[src/rtl/servant_loader_pkg.sv]
// rtl/servant_loader_pkg.sv - shared types and constants for the servant UART loader
package servant_loader_pkg;

    typedef enum logic [1:0] {LEN0, LEN1, DATA, DONE} loader_state_t;

    localparam int WORD_BYTES = 4;

endpackage

[src/rtl/servant_uart_rx.sv]
// rtl/servant_uart_rx.sv - 8N1 UART receiver with input synchroniser and framing check
module servant_uart_rx #(
    parameter int clk_per_bit = 139
) (
    input  logic       i_clk,
    input  logic       i_rst_n,
    input  logic       i_rx,
    output logic [7:0] o_data,
    output logic       o_valid,
    output logic       o_frame_err
);

    localparam int CW = $clog2(clk_per_bit);
    localparam logic [CW-1:0] HALF_M1 = CW'(clk_per_bit / 2 - 1);
    localparam logic [CW-1:0] FULL_M1 = CW'(clk_per_bit - 1);

    typedef enum logic [2:0] {RX_IDLE, RX_START, RX_DATA, RX_STOP, RX_WAIT} rx_state_t;

    rx_state_t      state;
    logic           rx_meta;
    logic           rx_sync;
    logic           rx_prev;
    logic [CW-1:0]  cnt;
    logic [2:0]     bit_idx;
    logic [7:0]     shreg;

    always_ff @(posedge i_clk or negedge i_rst_n) begin
        if (!i_rst_n) begin
            rx_meta     <= 1'b1;
            rx_sync     <= 1'b1;
            rx_prev     <= 1'b1;
            state       <= RX_IDLE;
            cnt         <= '0;
            bit_idx     <= '0;
            shreg       <= '0;
            o_data      <= '0;
            o_valid     <= 1'b0;
            o_frame_err <= 1'b0;
        end else begin
            rx_meta     <= i_rx;
            rx_sync     <= rx_meta;
            rx_prev     <= rx_sync;
            o_valid     <= 1'b0;
            o_frame_err <= 1'b0;
            case (state)
                RX_IDLE: begin
                    cnt <= '0;
                    if (rx_prev && !rx_sync) state <= RX_START;
                end
                RX_START: begin
                    // A line that is high again at mid-start-bit was only a glitch.
                    if (cnt == HALF_M1) begin
                        cnt     <= '0;
                        bit_idx <= '0;
                        state   <= rx_sync ? RX_IDLE : RX_DATA;
                    end else begin
                        cnt <= cnt + 1'b1;
                    end
                end
                RX_DATA: begin
                    if (cnt == FULL_M1) begin
                        cnt     <= '0;
                        shreg   <= {rx_sync, shreg[7:1]};
                        bit_idx <= bit_idx + 3'd1;
                        if (bit_idx == 3'd7) state <= RX_STOP;
                    end else begin
                        cnt <= cnt + 1'b1;
                    end
                end
                RX_STOP: begin
                    if (cnt == FULL_M1) begin
                        cnt <= '0;
                        if (rx_sync) begin
                            o_data  <= shreg;
                            o_valid <= 1'b1;
                            state   <= RX_IDLE;
                        end else begin
                            o_frame_err <= 1'b1;
                            state       <= RX_WAIT;
                        end
                    end else begin
                        cnt <= cnt + 1'b1;
                    end
                end
                RX_WAIT: begin
                    if (rx_sync) state <= RX_IDLE;
                end
                default: state <= RX_IDLE;
            endcase
        end
    end

endmodule

[src/rtl/servant_uart_loader.sv]
// rtl/servant_uart_loader.sv - UART boot loader writing a length-prefixed image into RAM over Wishbone
module servant_uart_loader
    import servant_loader_pkg::*;
#(
    parameter int depth       = 256,
    parameter int aw          = $clog2(depth),
    parameter int clk_per_bit = 139
) (
    input  logic          i_clk,
    input  logic          i_rst_n,
    input  logic          i_rx,
    output logic [aw-3:0] o_wb_adr,
    output logic [31:0]   o_wb_dat,
    output logic [3:0]    o_wb_sel,
    output logic          o_wb_we,
    output logic          o_wb_cyc,
    input  logic          i_wb_ack,
    output logic          o_done,
    output logic          o_err
);

    localparam logic [15:0] MAX_WORDS = 16'(depth / WORD_BYTES);

    logic [7:0]    rx_data;
    logic          rx_valid;
    logic          rx_ferr;

    loader_state_t state;
    logic [1:0]    byte_cnt;
    logic [23:0]   word_buf;
    logic [31:0]   hold;
    logic          pending;
    logic [15:0]   len;
    logic [15:0]   word_cnt;
    logic [aw-3:0] idx;

    servant_uart_rx #(.clk_per_bit(clk_per_bit)) u_rx (
        .i_clk       (i_clk),
        .i_rst_n     (i_rst_n),
        .i_rx        (i_rx),
        .o_data      (rx_data),
        .o_valid     (rx_valid),
        .o_frame_err (rx_ferr)
    );

    assign o_wb_sel = 4'hF;
    assign o_wb_we  = 1'b1;

    always_ff @(posedge i_clk or negedge i_rst_n) begin
        if (!i_rst_n) begin
            state    <= LEN0;
            byte_cnt <= '0;
            word_buf <= '0;
            hold     <= '0;
            pending  <= 1'b0;
            len      <= '0;
            word_cnt <= '0;
            idx      <= '0;
            o_wb_adr <= '0;
            o_wb_dat <= '0;
            o_wb_cyc <= 1'b0;
            o_done   <= 1'b0;
            o_err    <= 1'b0;
        end else begin
            if (rx_ferr) o_err <= 1'b1;

            // Launch only from an idle bus so cyc is always low the cycle after an ack.
            if (o_wb_cyc) begin
                if (i_wb_ack) begin
                    o_wb_cyc <= 1'b0;
                    idx      <= idx + 1'b1;
                end
            end else if (pending) begin
                o_wb_cyc <= 1'b1;
                o_wb_dat <= hold;
                o_wb_adr <= idx;
                pending  <= 1'b0;
            end

            case (state)
                LEN0: begin
                    if (rx_valid) begin
                        len[7:0] <= rx_data;
                        state    <= LEN1;
                    end
                end
                LEN1: begin
                    if (rx_valid) begin
                        len[15:8] <= rx_data;
                        if ({rx_data, len[7:0]} == 16'd0) begin
                            o_done <= 1'b1;
                            state  <= DONE;
                        end else begin
                            if ({rx_data, len[7:0]} > MAX_WORDS) o_err <= 1'b1;
                            state <= DATA;
                        end
                    end
                end
                DATA: begin
                    if (rx_valid && word_cnt != len) begin
                        byte_cnt <= byte_cnt + 2'd1;
                        case (byte_cnt)
                            2'd0: word_buf[7:0]   <= rx_data;
                            2'd1: word_buf[15:8]  <= rx_data;
                            2'd2: word_buf[23:16] <= rx_data;
                            default: begin
                                // Held word still waiting behind a stalled write is lost.
                                if (pending && o_wb_cyc) o_err <= 1'b1;
                                hold     <= {rx_data, word_buf};
                                pending  <= 1'b1;
                                word_cnt <= word_cnt + 16'd1;
                            end
                        endcase
                    end
                    if (o_wb_cyc && i_wb_ack && word_cnt == len && !pending) begin
                        o_done <= 1'b1;
                        state  <= DONE;
                    end
                end
                default: ;
            endcase
        end
    end

endmodule
[config.mk]
export PLATFORM = sky130hd
export DESIGN_NAME = servant_uart_loader
export DESIGN_NICKNAME = d
export VERILOG_FILES = /design/src/rtl/servant_loader_pkg.sv /design/src/rtl/servant_uart_rx.sv /design/src/rtl/servant_uart_loader.sv
export SDC_FILE = /design/constraint.sdc
export NUM_CORES = 1
export LEC_CHECK = 0
export ABC_AREA = 0
export CAP_MARGIN = 40
export CORE_MARGIN = 2
export CORE_UTILIZATION = 56
export DETAILED_ROUTE_END_ITERATION = 10
export GPL_TIMING_DRIVEN = 0
export PLACE_DENSITY = 0.8
export SYNTH_ARGS = -nofsm -noshare
export SYNTH_HDL_FRONTEND = slang
export SYNTH_SLANG_ARGS = --single-unit
[constraint.sdc]
create_clock -name i_clk -period 3.6 [get_ports i_clk]
set_input_delay 0.9 -clock i_clk [delete_from_list [all_inputs] [get_ports i_clk]]
set_output_delay 0.9 -clock i_clk [all_outputs]
set_load 0.1 [all_outputs]
==> results.md <==
Clock network:
- The number of setup buffers added after CTS is 0.
- CTS saw 175 sinks.
- The total CTS buffers is 17.
- The count of hold buffers inserted by post-cts repair is 0.
- The library cell used as clock root buffer is sky130_fd_sc_hd__clkbuf_16.
- The worst-case clock buffer depth is 2.
- The TritonCTS clock tree is built.
- The source-to-sink clock delay at the later pin of the worst-skew pair is around 0.43 ns.
- The H-tree depth reported by CTS is 4.
- Gates resized during post-CTS repair numbered 0.
- The clock-pin slew on the worst setup and hold paths is 0.06 ns.

Finish:
- At the end of the flow, the number of nets in the layout was 673.
- The share of layout cells above drive strength 1 is 0.337.
- The number of standard cells in the final layout excluding fillers is between 800 and 900.
- The area growth from synthesis to layout is 25.8%.
- The final cell area excluding filler cells is 9330 um2.
- The final antenna diode count is 0.

Critical path:
- The critical path launch point type is a register.
- The element type at the critical path end is a register.
- The worst endpoint required time is roughly 3.9 ns.
- The worst-path maximum fanout is 10.
- The signal on the critical path passes through inv_1 > ha_1 > and2_1 > clkbuf_1 > nand2_1 > nor2_2 > buf_2 > mux2_2.
- The cell with the largest stage delay on the worst path is sky130_fd_sc_hd__nor2_2.
- The signal arrival time at the worst endpoint is 2.93 ns.
- On the worst path, the slowest cell contributes a delay of 0.43 ns.
- The category of the most critical setup path is register to register.

Power:
- For this design the ratio of total power to cell area is 447 nW/um2.
- Cell internal power was estimated by the tool at 3.16 mW.
- The switching part of the total power is 0.241.
- For this design the total switching power over the nets is 1.00 mW.
- The share of total power dissipated in sequential elements is 0.493.
- The share of total power dissipated in combinational logic is 0.068.
- VDD sags by at most 308 uV.
- The static power due to leakage is 4.57 nW.
- The fraction of power consumed by the clock network is 0.439.

Placement:
- The count of buffers added on input and output ports is 44.
- Detailed placement finished with a half-perimeter wire length of 10400 um.
- The congestion estimate from routability-driven global placement came to roughly 0.83.
- Counting tap cells, the placed design contains a total of ~810 instances.
- Summing all placed instances gives a cell area of 8740 um2.

Global route:
- The aggregate global-route resource usage is 0.243.
- The wire length of the first global-routing pass is 26600 um.
- The remaining global-route overflow is 0.
- The largest net degree at the start of global routing is 106.
- The number of antenna violations at the first check in global routing is 0.
- The number of global-route vias before repair is 5167.

Route:
- The number of antenna-violating nets in the routed design is 0.
- In the routed design, unresolved DRC markers number 0.
- The average routed wire per standard cell is between 15 and 20 um.
- The number of detailed-route iterations in the first pass is 5.
- The mean number of vias per cell is 5.63.
- Summed over all layers, the routed wires come to 15800 um.
- Detailed routing inserted a total of 4748 vias.
- For this block, the initial DRC count from the detailed router was between 400 and 500.

Timing:
- The number of hold violations in the final report is 0.
- The clock period could shrink to ~2.6 ns.
- The final max-slew violation count was 0.
- Clock skew on the completed layout was measured at 0.00817 ns.
- Setup violations remaining at the end of the flow were counted as 0.
- The final hold slack is 0.359 ns.
- Setup repair after global routing left no endpoint under its margin.
- The share of the clock period used by the worst path is 0.726.
- At the pin with the least slew margin, the transition time is around 0.77 ns.
- For this run, the top clock speed supported by timing is 382 MHz.
- The headroom to the max-slew limit is 0.483.

Job:
- Max-cap violations in this run came to 0.

Floorplanning:
- The placeable core region is 13100 um2.
- For this configuration, the core starts out at a cell density of 0.567.
- After floorplanning, the core was divided into 42 placement rows.
- The chip height is 119 um.
- The floorplan step defined a die boundary enclosing 14200 um2.
- The die span in x is 119 um.
- The count of pins on the block boundary is 50.

Outcome:
- The run finished with clean final reports.

Yosys:
- The area share of the leading cell type in the synthesized netlist is 0.581.
- Of all flip-flops after synthesis, the portion carrying an async set or reset was 1.00.
- In the post-synthesis netlist, the biggest area contributors are sky130_fd_sc_hd__dfrtp_1 (58%), sky130_fd_sc_hd__mux2_2 (19%), sky130_fd_sc_hd__xnor2_1 (2.7%), sky130_fd_sc_hd__ha_1 (2.5%), sky130_fd_sc_hd__xor2_1 (1.7%).
- The number of flops mapped to enable cells by yosys is 0.
- The biggest area contributor in the post-synthesis netlist is sky130_fd_sc_hd__dfrtp_1.
- Summing every instance area after synthesis gives 7410 um2.
- The synthesized area per cell is 13.6 um2.
- Yosys mapped the design onto 46 distinct sky130hd cell types.
- Of the synthesized area, sequential elements account for 0.591.
- The synthesis-stage register bit count is about 180.
- The number of warnings issued by yosys is 0.
- Among all flip-flop cells after synthesis, the most frequent one is sky130_fd_sc_hd__dfrtp_1.
- The post-synthesis instance total is 545.

Worst hold path:
- The type of the tightest min-delay check is register to register.
## routing by layer
metal	share of wire	up-vias	global-route usage	wire length, um
li1	-	2128	-	-
met1	0.40	2439	0.304	6340
met2	0.53	142	0.414	8360
met3	0.046	39	0.0527	734
met4	0.023	0	0.0930	363
met5	0	-	0	0
## per-stage QoR
stage / power, mW / util / worst slack, ns / setup TNS [ns]
4_1_cts: 4.19 / 0.713 / 1.02 / 0
6_report: 4.17 / 0.713 / 0.985 / 0
2_1_floorplan: 2.26 / - / 1.24 / 0
3_3_place_gp: 2.33 / 0.618 / -5.17 / -896.74
5_1_grt: 4.32 / 0.713 / 0.784 / 0
3_5_place_dp: 2.37 / 0.668 / 1.02 / 0
## power by group through the flow
stage	logic, mW	clock network (mW)	registers, mW
finish	0.283	1.83	2.05
CTS	0.284	1.85	2.05
floorplan	0.175	0	2.08
global placement	0.246	0	2.08
global route	0.318	1.95	2.06
detailed placement	0.280	0	2.09
## Yosys cell counts, types with 3 or more instances
cell type                  instances
sky130_fd_sc_hd__nand3_1          13
sky130_fd_sc_hd__dfstp_2           3
sky130_fd_sc_hd__xor2_1           14
sky130_fd_sc_hd__xnor2_1          23
sky130_fd_sc_hd__nand2_1          29
sky130_fd_sc_hd__dfrtp_1         172
sky130_fd_sc_hd__nor3_1           11
sky130_fd_sc_hd__nand4_1           8
sky130_fd_sc_hd__buf_2             5
sky130_fd_sc_hd__o21ai_0           9
sky130_fd_sc_hd__mux2_2          125
sky130_fd_sc_hd__nor2_1           27
sky130_fd_sc_hd__o21bai_1          4
sky130_fd_sc_hd__a22o_1            6
sky130_fd_sc_hd__ha_1             15
sky130_fd_sc_hd__mux2_4            4
sky130_fd_sc_hd__nor3b_1           3
sky130_fd_sc_hd__inv_1            12
sky130_fd_sc_hd__nor4b_1           3
sky130_fd_sc_hd__a21o_1            4
sky130_fd_sc_hd__and3_1            3
sky130_fd_sc_hd__buf_4             5
sky130_fd_sc_hd__a21oi_1           6
sky130_fd_sc_hd__clkbuf_1          7
## registers in the layout (all words and copies together), names as in the netlist, 8 cells and up
name         flops
hold            32
u_rx.cnt         8
u_rx.shreg       8
u_rx.o_data      8
len             16
word_cnt        16
word_buf        24
o_wb_dat        32
## layout make-up
type / count / area [um2]
multi-input cells: 341 / 2880
inverters: 12 / 45.0
clock inverters: 12 / 133
repair buffers: 86 / 1090
clock buffers: 20 / 457
plain buffers: 21 / 119
flip-flops and latches: 175 / 4380
well taps: 176 / 220
fillers: 808 / 3760
## cell families (layout without fill, tap and decap cells)
| kind of cell | after synthesis | count (layout) | synth area share |
|---|---|---|---|
| adder cells (fa/ha/maj) | 15 | 15 | 0.0253 |
| AND/OR/NAND/NOR | 116 | 116 | 0.0834 |
| buffers and inverters | 33 | 151 | 0.0221 |
| XOR/XNOR | 37 | 37 | 0.0437 |
| other | 1 | 5 | 0.000506 |
| AO/OA/AOI/OAI | 38 | 38 | 0.0344 |
| flip-flops | 175 | 175 | 0.591 |
| multiplexers | 130 | 130 | 0.199 |
## worst max-delay path, delay by kind of cell (launching register included)
kind | cells | cell delay [ns]
multiplexers | 1 | 0.38
adder cells (fa/ha/maj) | 1 | 0.21
flip-flops | 1 | 0.42
AND/OR/NAND/NOR | 3 | 0.69
buffers and inverters | 3 | 0.80
## cells in the final DEF (no fill, tap or decap), types with 6 or more instances in the layout
master | synthesis | layout
sky130_fd_sc_hd__nand3_1 | 13 | 13
sky130_fd_sc_hd__xor2_1 | 14 | 14
sky130_fd_sc_hd__inv_1 | 12 | 12
sky130_fd_sc_hd__o21ai_0 | 9 | 9
sky130_fd_sc_hd__nand2_1 | 29 | 29
sky130_fd_sc_hd__nor3_1 | 11 | 11
sky130_fd_sc_hd__xnor2_1 | 23 | 23
sky130_fd_sc_hd__nand4_1 | 8 | 8
sky130_fd_sc_hd__buf_8 | 0 | 42
sky130_fd_sc_hd__mux2_2 | 125 | 125
sky130_fd_sc_hd__clkbuf_1 | 7 | 8
sky130_fd_sc_hd__dfrtp_1 | 172 | 172
sky130_fd_sc_hd__clkbuf_16 | 0 | 17
sky130_fd_sc_hd__a21oi_1 | 6 | 6
sky130_fd_sc_hd__a22o_1 | 6 | 6
sky130_fd_sc_hd__nor2_1 | 27 | 27
sky130_fd_sc_hd__ha_1 | 15 | 15
sky130_fd_sc_hd__clkdlybuf4s50_1 | 0 | 43
## final timing paths
| kind | startpoint | to | slack, ns | cells after the start |
|---|---|---|---|---|
| setup / recovery | state[0]$_DFFE_PN0P_ | hold[15]$_DFFE_PN0P_ | 0.99 | 8 |
| hold / removal | u_rx.rx_meta$_DFF_PN1_ | u_rx.rx_sync$_DFF_PN1_ | 0.36 | 0 |
| setup reg to reg | state[0]$_DFFE_PN0P_ | hold[15]$_DFFE_PN0P_ | 0.99 | 8 |
| hold reg to reg | u_rx.rx_meta$_DFF_PN1_ | u_rx.rx_sync$_DFF_PN1_ | 0.36 | 0 |
| max in group asynchronous | i_rst_n | u_rx.rx_prev$_DFF_PN1_ | 2.30 | 2 |
| min in group asynchronous | i_rst_n | state[1]$_DFFE_PN0P_ | 0.40 | 1 |
Note: power is estimated with default switching activity, not from simulation.
